===== src/rtl/uart_timing_frontend.sv =====
// Timing and strobe front end for the UART transmit path: baud enables at 8x and 1x,
// a slow periodic tick, and a synchronised, tick-sampled level detector with edge pulses.
module uart_timing_frontend #(
    parameter int CLK_FREQ = 100_000_000,
    parameter int BAUD_SEL = 0,
    parameter int CYCLES   = 100_000_000
) (
    input  logic clk,
    input  logic rst,
    output logic bclk_x8,
    output logic bclk,
    output logic slow_tick,
    input  logic in,
    output logic pulse,
    output logic fall_pulse,
    output logic level
);

    // Unknown selector values fall back to the slowest rate.
    localparam int BAUD = (BAUD_SEL == 1) ? 19200 :
                          (BAUD_SEL == 2) ? 38400 :
                          (BAUD_SEL == 3) ? 115200 : 9600;
    localparam int D8   = CLK_FREQ / (8 * BAUD);
    localparam int CW8  = (D8 > 1) ? $clog2(D8) : 1;
    localparam int CWS  = (CYCLES > 1) ? $clog2(CYCLES) : 1;

    localparam logic [CW8-1:0] CNT8_MAX = CW8'(D8 - 1);
    localparam logic [CWS-1:0] SLOW_MAX = CWS'(CYCLES - 1);

    logic [CW8-1:0] cnt8_q, cnt8_d;
    logic [2:0]     sub_q, sub_d;
    logic [CWS-1:0] slow_q, slow_d;
    logic           s1_q, s1_d;
    logic           s2_q, s2_d;
    logic           smp_q, smp_d;
    logic           pulse_q, pulse_d;
    logic           fall_q, fall_d;

    always_comb begin
        bclk_x8   = (cnt8_q == CNT8_MAX);
        bclk      = bclk_x8 && (sub_q == 3'd7);
        slow_tick = (slow_q == SLOW_MAX);

        cnt8_d = bclk_x8 ? '0 : cnt8_q + 1'b1;
        sub_d  = bclk_x8 ? sub_q + 3'd1 : sub_q;
        slow_d = slow_tick ? '0 : slow_q + 1'b1;

        s1_d    = in;
        s2_d    = s1_q;
        smp_d   = smp_q;
        pulse_d = 1'b0;
        fall_d  = 1'b0;
        // Sampling only on the slow tick is what gives the debounce.
        if (slow_tick) begin
            smp_d   = s2_q;
            pulse_d = s2_q & ~smp_q;
            fall_d  = ~s2_q & smp_q;
        end
    end

    always_ff @(posedge clk) begin
        if (!rst) begin
            cnt8_q  <= '0;
            sub_q   <= '0;
            slow_q  <= '0;
            s1_q    <= 1'b0;
            s2_q    <= 1'b0;
            smp_q   <= 1'b0;
            pulse_q <= 1'b0;
            fall_q  <= 1'b0;
        end else begin
            cnt8_q  <= cnt8_d;
            sub_q   <= sub_d;
            slow_q  <= slow_d;
            s1_q    <= s1_d;
            s2_q    <= s2_d;
            smp_q   <= smp_d;
            pulse_q <= pulse_d;
            fall_q  <= fall_d;
        end
    end

    assign pulse      = pulse_q;
    assign fall_pulse = fall_q;
    assign level      = smp_q;

endmodule


===== config.mk =====
export PLATFORM = sky130hd
export DESIGN_NAME = uart_timing_frontend
export DESIGN_NICKNAME = d
export VERILOG_FILES = /design/src/rtl/uart_timing_frontend.sv
export SDC_FILE = /design/constraint.sdc
export NUM_CORES = 1
export LEC_CHECK = 0
export BUFFER_PORTS_ARGS = -buffer_cell sky130_fd_sc_hd__buf_2
export CELL_PAD_IN_SITES_DETAIL_PLACEMENT = 1
export CELL_PAD_IN_SITES_GLOBAL_PLACEMENT = 1
export CORE_ASPECT_RATIO = 0.8
export CORE_MARGIN = 1
export CORE_UTILIZATION = 50
export CTS_CLUSTER_DIAMETER = 80
export CTS_CLUSTER_SIZE = 8
export DETAILED_ROUTE_END_ITERATION = 10
export PLACE_DENSITY_LB_ADDON = 0.1
export SYNTH_ARGS = -nofsm -noshare
export SYNTH_HDL_FRONTEND = slang
export SYNTH_SLANG_ARGS = --single-unit

===== constraint.sdc =====
create_clock -name clk -period 3.2 [get_ports clk]
set_clock_uncertainty 0.05 [all_clocks]
set_input_delay 0.32 -clock clk [delete_from_list [all_inputs] [get_ports clk]]
set_output_delay 0.32 -clock clk [all_outputs]
set_load 0.02 [all_outputs]

==> flow_metrics.py, run 1 <==
metrics = {
    "final_layout": {
        "fin_util": 0.567,
        "insertedDiodeCount": 0,
        "layout-drive-gt1-share": 0.127,
        "final_nets": 258,
        "layout-area-overhead-vs-synth_pct": 7.93,
    },
    "logic_synthesis": {
        "synth_top_area_frac": 0.417,
        "area_fraction_in_compound_gates_after_synthesis": 0.109,
        "synth.area.top_cells": "dfxtp_1, nor2_1, xor2_1",
        "synth_cells": 243,
        "yosys.area_share.simple": 0.308,
        "synth_enable_flop_cells": 0,
        "synth.area.mux_share": 0.0136,
        "yosys.cell_count.top_type": "dfxtp_1",
        "synth_top_family_by_area": "simple AND/OR/NAND/NOR gates",
        "ys_async_sr_fraction": 0,
        "synth_top_cell_by_area": "dfxtp_1",
        "synthesis.nets": 251,
        "synth-xor-area-share": 0.0793,
        "netlist_top_cells_count": "dfxtp_1, nor2_1, nand3_1",
        "yosysSeqAreaShare": 0.417,
        "syn_area_um2": 2210,
        "avg_inst_size_synth_um2": 9.09,
        "synth.lib_cells_used.distinct": 45,
        "ys_ff_latch": 46,
        "synth-adder-area-share": 0.0283,
        "synth.yosys.warnings": 0,
        "postSynth.topFlopCell": "dfxtp_1",
    },
    "global_route": {
        "grt_max_degree": 17,
        "global_route_total_usage_across_every_layer": 0.214,
        "leftover_overflow_at_the_end_of_global_routing": 0,
        "grt_first_pass_wirelength_um": 7800,
        "antenna_found_initial": 0,
        "first_global_vias": 1616,
    },
    "route": {
        "dr_total_vias": 1772,
        "detail_route.wl_per_cell_um": 15.1,
        "ant_nets": 0,
        "drt-total-wl_um": 4650,
        "drc": 0,
        "detailedRoute.firstIterationViolations": 94,
        "post_drt_via_cell_ratio": 5.75,
        "firstDrtPassIters": 4,
    },
    "min_path": {
        "startpoint_of_the_lowest_slack_hold_path": "in",
        "hold-path-cell-count": 2,
        "holdCritPathClass": "in -> reg",
        "min_to": "s1_q$_SDFF_PN0_",
    },
    "placement": {
        "numPortBuffers": 8,
        "post-dp-hpwl_um": 3330,
        "routabilityCongestion": 0.732,
    },
    "floorplan": {
        "die_width_um": 76.3,
        "fp.dieH_um": 61.4,
        "placement_rows": 21,
        "design.die.area_um2": 4690,
        "floorplan.initialDensity": 0.525,
        "ios": 9,
        "core_area_um2": 4200,
    },
    "timing": {
        "finalHoldViolCount": 0,
        "finalHoldWorstSlack_ns": 0.176,
        "setup_tns_ns": 0,
        "setup_viol": 0,
        "report.final.slew_viol_count": 0,
        "timing.final.crit_period_ns": 2.75,
        "rsz_0062_raised_after_global_routing": "false",
        "fin_crit_sh": 0.858,
        "tightestPinTransition_ns": 0.559,
        "clock.fmax_mhz": 364,
        "timing.max_slew.rel_slack": 0.627,
    },
    "power_and_ir_drop": {
        "power.leakage_nw": 0.855,
        "irDropWorstVdd_mv": 0.345,
        "powerDensity_nw_per_um2": 440,
    },
    "setup_path": {
        "setup.reg_to_reg.worst_slack_ns": 0.82,
        "r2r_cells": 6,
        "r2r_start": "slow_q[0]$_SDFF_PP0_",
        "r2r-end": "slow_q[26]$_SDFF_PP0_",
        "timing.critical_path.required_ns": 2.83,
        "critPathCaptureType": "primary output",
        "crit_path_start_kind": "register",
        "maximum_fanout_count_along_the_critical_path": 15,
        "critical-path-slowest-cell": "or2_1",
        "crit_path_max_incr_delay_ns": 0.48,
        "cp.arrival_ns": 2.38,
        "critical_path_cell_by_cell": "ha_1 -> nand4_4 -> or2_1 -> nor3_1 -> buf_2",
        "criticalPathCategory": "reg -> out",
    },
    "clocking": {
        "cts_hold_buf": 0,
        "cts_inserted_buffers": 5,
        "clock_input_transition_at_the_sequential_cells_of_the_worst_setup_and_hold_paths_ns": 0.08,
        "clkLatencyLatePin_ns": 0.29,
        "clock_sinks": 46,
        "cts_max_path_buffers": 2,
        "tritoncts": "done",
        "htreeDepth": 2,
        "cts_resized": 0,
        "cts_setup_buffers": 0,
        "cts-root-buf": "clkbuf_8",
    },
    "status": {
        "status": "finished clean",
    },
    "flow_run": {
        "timing.max_cap.violations": 0,
    },
}
==> flip-flops by register name (all words and copies together), names as in the netlist <==
register / count
cnt8_q: 11
level: 1
slow_q: 27
s2_q: 1
fall_pulse: 1
pulse: 1
sub_q: 3
s1_q: 1
==> metal layers <==
metal,share of wire,vias up,wire length (um),track usage
met4,0.0030,0,14,0.0577
met2,0.43,23,2010,0.333
met5,0,-,0,0
li1,-,895,-,-
met3,0.032,2,148,0.0444
met1,0.53,852,2480,0.304
==> critical path, delay by kind of cell, from the launching register on <==
| family | cells | cell delay, ns |
|---|---|---|
| and+or+nand+nor | 3 | 1.14 |
| DFF | 1 | 0.40 |
| adders and majority gates | 1 | 0.28 |
| buffers and inverters | 1 | 0.25 |
==> how the worst max path moves through the flow <==
stage / from / to / cells after the start
after floorplan: slow_q[0]$_SDFF_PP0_ / pulse$_SDFF_PN0_ / 6
after global placement: slow_q[0]$_SDFF_PP0_ / slow_tick / 5
after detailed placement: slow_q[0]$_SDFF_PP0_ / slow_tick / 5
after CTS: slow_q[0]$_SDFF_PP0_ / slow_tick / 5
after global routing: slow_q[0]$_SDFF_PP0_ / slow_tick / 5
final: slow_q[0]$_SDFF_PP0_ / slow_tick / 5
==> power breakdown <==
part	total, mW	leakage [nW]	internal, mW	switching [mW]
registers	0.593	0.372	0.581	0.0120
clock network	0.426	0.0579	0.230	0.195
logic	0.0300	0.425	0.0108	0.0192
==> placed cells by master (no fill, tap or decap), types with 3 or more instances in the layout <==
cell,n
a21oi_1,9
and2_1,4
buf_2,8
clkbuf_8,5
dfxtp_1,46
ha_1,5
inv_1,10
mux2i_1,3
nand2_1,14
nand3_1,15
nand4_1,10
nor2_1,30
nor3_1,10
o21ai_0,3
o31ai_1,8
or3_1,3
or4_1,6
xnor2_1,9
xor2_1,11
==> stage by stage <==
stage / total power, mW / cell area [um^2] / setup slack (ns) / instances
final: 1.05 / 2380 / 0.453 / 308
after global placement: 0.636 / 2270 / 0.848 / 300
after global routing: 1.09 / 2380 / 0.286 / 308
after floorplan: 0.627 / 2210 / 0.980 / 243
after CTS: 1.06 / 2380 / 0.433 / 308
after detailed placement: 0.637 / 2270 / 0.786 / 300
==> final cells by class <==
cell class | instances | area, um^2
fillers | 500 | 1820
multi-input cells | 177 | 1190
flip-flops and latches | 46 | 921
well taps | 57 | 71.3
clock buffers | 5 | 68.8
repair buffers | 10 | 55.1
clock inverters | 3 | 40.0
inverters | 10 | 37.5
==> kinds of logic after synthesis <==
family,count (synthesis)
AO/OA/AOI/OAI,33
XOR/XNOR,20
adder cells (fa/ha/maj),5
buffers and inverters,20
flip-flops,46
multiplexers,3
AND/OR/NAND/NOR,116
Note: power is estimated with default switching activity, not from simulation.
==> inputs of run 2 (changes only) <==
- clock period: 3.2 -> 3.36 ns (I/O delays scaled with it)
==> flow_metrics.py, run 2 (same netlist as run 1, synthesis figures left out) <==
metrics = {
    "power_and_ir_drop": {
        "power_mw": 0.916,
        "power.leakage_nw": 0.836,
        "clock_power_share": 0.351,
        "powerDensity_nw_per_um2": 390,
        "p_seq_frac": 0.617,
        "cellInternalPower_mw": 0.707,
        "comb_power_share": 0.033,
        "irDropWorstVdd_mv": 0.286,
        "power_switching_share": 0.228,
        "net-switching-power_mw": 0.209,
    },
    "min_path": {
        "holdCritPathClass": "in -> reg",
    },
    "clocking": {
        "cts_setup_buffers": 0,
        "tritoncts": "done",
        "clkLatencyLatePin_ns": 0.30,
        "cts-root-buf": "clkbuf_8",
        "clock_sinks": 46,
        "clock_input_transition_at_the_sequential_cells_of_the_worst_setup_and_hold_paths_ns": 0.08,
        "cts_max_path_buffers": 2,
        "cts_hold_buf": 0,
        "cts_inserted_buffers": 5,
        "htreeDepth": 2,
        "cts_resized": 0,
    },
    "placement": {
        "routabilityCongestion": 0.777,
        "post-dp-hpwl_um": 3540,
        "pre_cts_ws_ns": 0.932,
        "numPortBuffers": 8,
    },
    "timing": {
        "clock.fmax_mhz": 360,
        "timing.max_slew.rel_slack": 0.616,
        "tightestPinTransition_ns": 0.576,
        "setup_tns_ns": 0,
        "report.final.slew_viol_count": 0,
        "fin_crit_sh": 0.827,
        "finalHoldViolCount": 0,
        "timing.final.crit_period_ns": 2.78,
        "post_route_setup_slack_ns": 0.580,
        "rsz_0062_raised_after_global_routing": "false",
        "setup_viol": 0,
    },
    "setup_path": {
        "timing.critical_path.required_ns": 2.97,
        "criticalPathCategory": "reg -> out",
        "cp-startpoint": "slow_q[0]$_SDFF_PP0_",
        "crit_path_end": "slow_tick",
        "critical-path-slowest-cell": "or2_1",
        "critical_path_cell_by_cell": "ha_1 -> nand4_4 -> or2_1 -> nor3_1 -> buf_2",
        "r2r_cells": 6,
        "crit_path_max_incr_delay_ns": 0.49,
        "critPathCaptureType": "primary output",
        "critical_path_depth": 5,
        "maximum_fanout_count_along_the_critical_path": 15,
        "crit_path_max_delay_family": "simple AND/OR/NAND/NOR gates",
        "setup.reg_to_reg.worst_slack_ns": 0.93,
        "crit_path_start_kind": "register",
        "r2r-end": "slow_q[15]$_SDFF_PP0_",
        "cp.arrival_ns": 2.39,
        "critical_path.n_buffers_inverters": 1,
        "r2r_start": "slow_q[0]$_SDFF_PP0_",
    },
    "final_layout": {
        "layout.cells.most_common_list": "dfxtp_1, nor2_1, nand3_1",
        "layout_top_registers": "slow_q: 27 flops, cnt8_q: 11 flops, sub_q: 3 flops",
        "largest_register_ffs": 27,
        "final_common_cell": "dfxtp_1",
        "max_flop_register": "slow_q",
        "insertedDiodeCount": 0,
        "layout-area-overhead-vs-synth_pct": 6.46,
        "fillers": 494,
        "fin_util": 0.559,
        "layout-drive-gt1-share": 0.116,
        "final_nets": 258,
    },
    "global_route": {
        "grtUsageMet2": 0.354,
        "grt_use_met3": 0.0444,
        "grt_max_degree": 17,
        "leftover_overflow_at_the_end_of_global_routing": 0,
        "grt_first_pass_wirelength_um": 8360,
        "first_global_vias": 1672,
        "global_route_total_usage_across_every_layer": 0.232,
        "antenna_found_initial": 0,
        "use_met1": 0.329,
        "most_congested_layer_reported_by_global_routing": "met2",
    },
    "route": {
        "dr_total_vias": 1835,
        "firstDrtPassIters": 4,
        "drt-total-wl_um": 4940,
        "drc": 0,
        "post_drt_via_cell_ratio": 5.98,
        "ant_nets": 0,
        "detailedRoute.firstIterationViolations": 84,
        "detail_route.wl_per_cell_um": 16.1,
    },
    "status": {
        "status": "finished clean",
    },
    "floorplan": {
        "ios": 9,
        "floorplan.initialDensity": 0.525,
        "fp.dieH_um": 61.4,
        "die_width_um": 76.3,
        "placement_rows": 21,
        "core_area_um2": 4200,
        "design.die.area_um2": 4690,
    },
    "flow_run": {
        "timing.max_cap.violations": 0,
    },
}
run 2: per-stage QoR:
stage	hold slack, ns	cell area [um^2]	std cells
floorplan	0.362	2210	243
global placement	0.366	2270	300
detailed placement	0.378	2270	300
CTS	0.185	2350	307
global route	0.206	2350	307
finish	0.194	2350	307
run 2: how the worst min path moves through the flow:
stage	start	to	slack [ns]	cells past startpoint
after floorplan	s1_q$_SDFF_PN0_	s2_q$_SDFF_PN0_	0.36	1
after global placement	s1_q$_SDFF_PN0_	s2_q$_SDFF_PN0_	0.37	1
after detailed placement	s1_q$_SDFF_PN0_	s2_q$_SDFF_PN0_	0.38	1
after CTS	in	s1_q$_SDFF_PN0_	0.19	2
after global routing	in	s1_q$_SDFF_PN0_	0.21	2
final	in	s1_q$_SDFF_PN0_	0.19	2
run 2: routing by layer:
metal / part of all wire / routed length [um] / vias to the layer above
li1: - / - / 898
met1: 0.53 / 2610 / 909
met2: 0.44 / 2150 / 20
met3: 0.021 / 106 / 8
met4: 0.014 / 68 / 0
met5: 0 / 0 / -
run 2: cell type report:
class	instances	area, um^2	area share
inverters	10	37.5	0.0160
multi-input cells	177	1190	0.506
well taps	57	71.3	0.0303
flip-flops and latches	46	921	0.392
clock buffers	7	76.3	0.0325
repair buffers	10	55.1	0.0234
run 2: power groups by stage:
stage | registers, mW | logic [mW] | clock network [mW]
4_1_cts | 0.565 | 0.0304 | 0.332
2_1_floorplan | 0.575 | 0.0227 | 0
3_3_place_gp | 0.577 | 0.0293 | 0
5_1_grt | 0.566 | 0.0342 | 0.348
6_report | 0.565 | 0.0299 | 0.321
3_5_place_dp | 0.577 | 0.0302 | 0
==> inputs of run 3 (changes only) <==
- CORE_UTILIZATION: 50 -> 47
- clock period: 3.36 -> 2.75 ns (I/O delays scaled with it)
==> flow_metrics.py, run 3 (same netlist as run 1, synthesis figures left out) <==
metrics = {
    "status": {
        "status": "finished clean",
    },
    "setup_path": {
        "crit_path_start_kind": "register",
        "r2r_cells": 6,
        "criticalPathCategory": "reg -> out",
        "setup.reg_to_reg.worst_slack_ns": 0.50,
        "crit_path_max_delay_family": "simple AND/OR/NAND/NOR gates",
        "r2r-end": "slow_q[24]$_SDFF_PP0_",
        "cp.arrival_ns": 2.24,
        "r2r_start": "slow_q[0]$_SDFF_PP0_",
        "maximum_fanout_count_along_the_critical_path": 8,
        "crit_path_max_incr_delay_ns": 0.43,
        "critical_path_cell_by_cell": "ha_1 -> nand4_4 -> or2_1 -> nor3_1 -> buf_2",
        "timing.critical_path.required_ns": 2.42,
        "critical_path.n_buffers_inverters": 1,
        "critPathCaptureType": "primary output",
        "critical-path-slowest-cell": "nor3_1",
    },
    "clocking": {
        "tritoncts": "done",
        "cts_max_path_buffers": 2,
        "cts_setup_buffers": 0,
        "clock_sinks": 46,
        "htreeDepth": 2,
        "cts_hold_buf": 0,
        "cts-root-buf": "clkbuf_8",
        "clock_input_transition_at_the_sequential_cells_of_the_worst_setup_and_hold_paths_ns": 0.09,
        "clkLatencyLatePin_ns": 0.30,
        "cts_resized": 0,
        "cts_inserted_buffers": 5,
    },
    "floorplan": {
        "ios": 9,
        "design.die.area_um2": 4980,
        "floorplan.initialDensity": 0.509,
        "die_width_um": 78.6,
        "placement_rows": 21,
        "fp.dieH_um": 63.3,
        "core_area_um2": 4340,
    },
    "power_and_ir_drop": {
        "irDropWorstVdd_mv": 0.404,
        "power_switching_share": 0.200,
        "clock_power_share": 0.461,
        "p_seq_frac": 0.513,
        "power.leakage_nw": 0.878,
        "powerDensity_nw_per_um2": 553,
        "cellInternalPower_mw": 1.08,
        "power_mw": 1.35,
        "net-switching-power_mw": 0.270,
        "comb_power_share": 0.026,
    },
    "final_layout": {
        "insertedDiodeCount": 0,
        "layout-drive-gt1-share": 0.134,
        "max_flop_register": "slow_q",
        "fillers": 530,
        "largest_register_ffs": 27,
        "final_common_cell": "dfxtp_1",
        "final_design_area_no_fill_um2": 2430,
        "layout-area-overhead-vs-synth_pct": 10.1,
        "area_taken_by_multi_input_logic_gates_um2": 1190,
        "layout.cells.most_common_list": "dfxtp_1, nor2_1, nand3_1",
        "sequential_cell_area_um2": 921,
        "final_nets": 260,
        "layout_top_registers": "slow_q: 27 flops, cnt8_q: 11 flops, sub_q: 3 flops",
    },
    "placement": {
        "pre_cts_ws_ns": 0.511,
        "numPortBuffers": 8,
        "routabilityCongestion": 0.764,
        "placedInstanceArea_um2": 2290,
        "post-dp-hpwl_um": 3360,
    },
    "global_route": {
        "leftover_overflow_at_the_end_of_global_routing": 0,
        "global_route_total_usage_across_every_layer": 0.222,
        "antenna_found_initial": 0,
        "first_global_vias": 1751,
        "grt_first_pass_wirelength_um": 8580,
        "grt_max_degree": 17,
    },
    "timing": {
        "rsz_0062_raised_after_global_routing": "false",
        "finalHoldViolCount": 0,
        "setup_viol": 0,
        "timing.final.crit_period_ns": 2.57,
        "tightestPinTransition_ns": 0.458,
        "timing.max_slew.rel_slack": 0.695,
        "report.final.slew_viol_count": 0,
        "fin_crit_sh": 0.934,
        "clock.fmax_mhz": 389,
        "post_route_setup_slack_ns": 0.181,
        "setup_tns_ns": 0,
    },
    "flow_run": {
        "timing.max_cap.violations": 0,
    },
    "route": {
        "post_drt_via_cell_ratio": 5.81,
        "detail_route.wl_per_cell_um": 16.0,
        "ant_nets": 0,
        "firstDrtPassIters": 4,
        "drc": 0,
        "detailedRoute.firstIterationViolations": 104,
        "dr_total_vias": 1801,
        "drt-total-wl_um": 4970,
    },
    "min_path": {
        "holdCritPathClass": "in -> reg",
        "min_to": "s1_q$_SDFF_PN0_",
        "hold-path-cell-count": 2,
        "startpoint_of_the_lowest_slack_hold_path": "in",
    },
}
run 3: cell types whose count changed in the layout (fill, tap and decap cells not counted), sizes merged:
cell	previous run	this run
buf	10	12
clkbuf	7	6
bufinv	0	2
run 3: layer usage:
layer	share of wire	vias to the layer above	GRT usage
met2	0.43	23	0.322
met5	0	-	0
met1	0.53	878	0.325
li1	-	896	-
met4	0.0080	0	0.0671
met3	0.032	4	0.0493
run 3: worst max path at each step:
stage          depth (start not counted)          endpoint                  from  slack [ns]
6_report                               5         slow_tick  slow_q[0]$_SDFF_PP0_        0.18
2_1_floorplan                          6  pulse$_SDFF_PN0_  slow_q[0]$_SDFF_PP0_        0.53
3_3_place_gp                           5         slow_tick  slow_q[0]$_SDFF_PP0_        0.55
4_1_cts                                5         slow_tick  slow_q[0]$_SDFF_PP0_        0.16
3_5_place_dp                           5         slow_tick  slow_q[0]$_SDFF_PP0_        0.51
5_1_grt                                5         slow_tick  slow_q[0]$_SDFF_PP0_        0.05
run 3: layout make-up:
type / instances / share of cell area
Clock buffer: 6 / 0.0340
Inverter: 10 / 0.0154
Timing Repair Buffer: 12 / 0.0288
Sequential cell: 46 / 0.379
Tap cell: 57 / 0.0293
Multi-Input combinational cell: 177 / 0.489
Clock inverter: 2 / 0.0247
run 3: metrics by stage:
step                      hold slack (ns)  utilization  std cells
final                               0.129        0.561        310
after global routing                0.119        0.561        310
after CTS                           0.129        0.561        310
after detailed placement            0.371        0.528        302
after global placement              0.368        0.528        302
after floorplan                     0.352            -        243
run 3: power by group through the flow:
stage	sequential, mW	combinational, mW	clock (mW)
floorplan	0.702	0.0278	0
global placement	0.705	0.0347	0
detailed placement	0.706	0.0356	0
CTS	0.690	0.0361	0.627
global route	0.693	0.0415	0.659
finish	0.690	0.0352	0.620
run 3: worst reg2reg max path, delay by kind of cell (launching register included):
family	cells	cell delay [ns]
AND/OR/NAND/NOR	3	1.09
flip-flops	1	0.41
adder cells (fa/ha/maj)	1	0.28
buffers and inverters	1	0.21
AO/OA/AOI/OAI	1	0.15
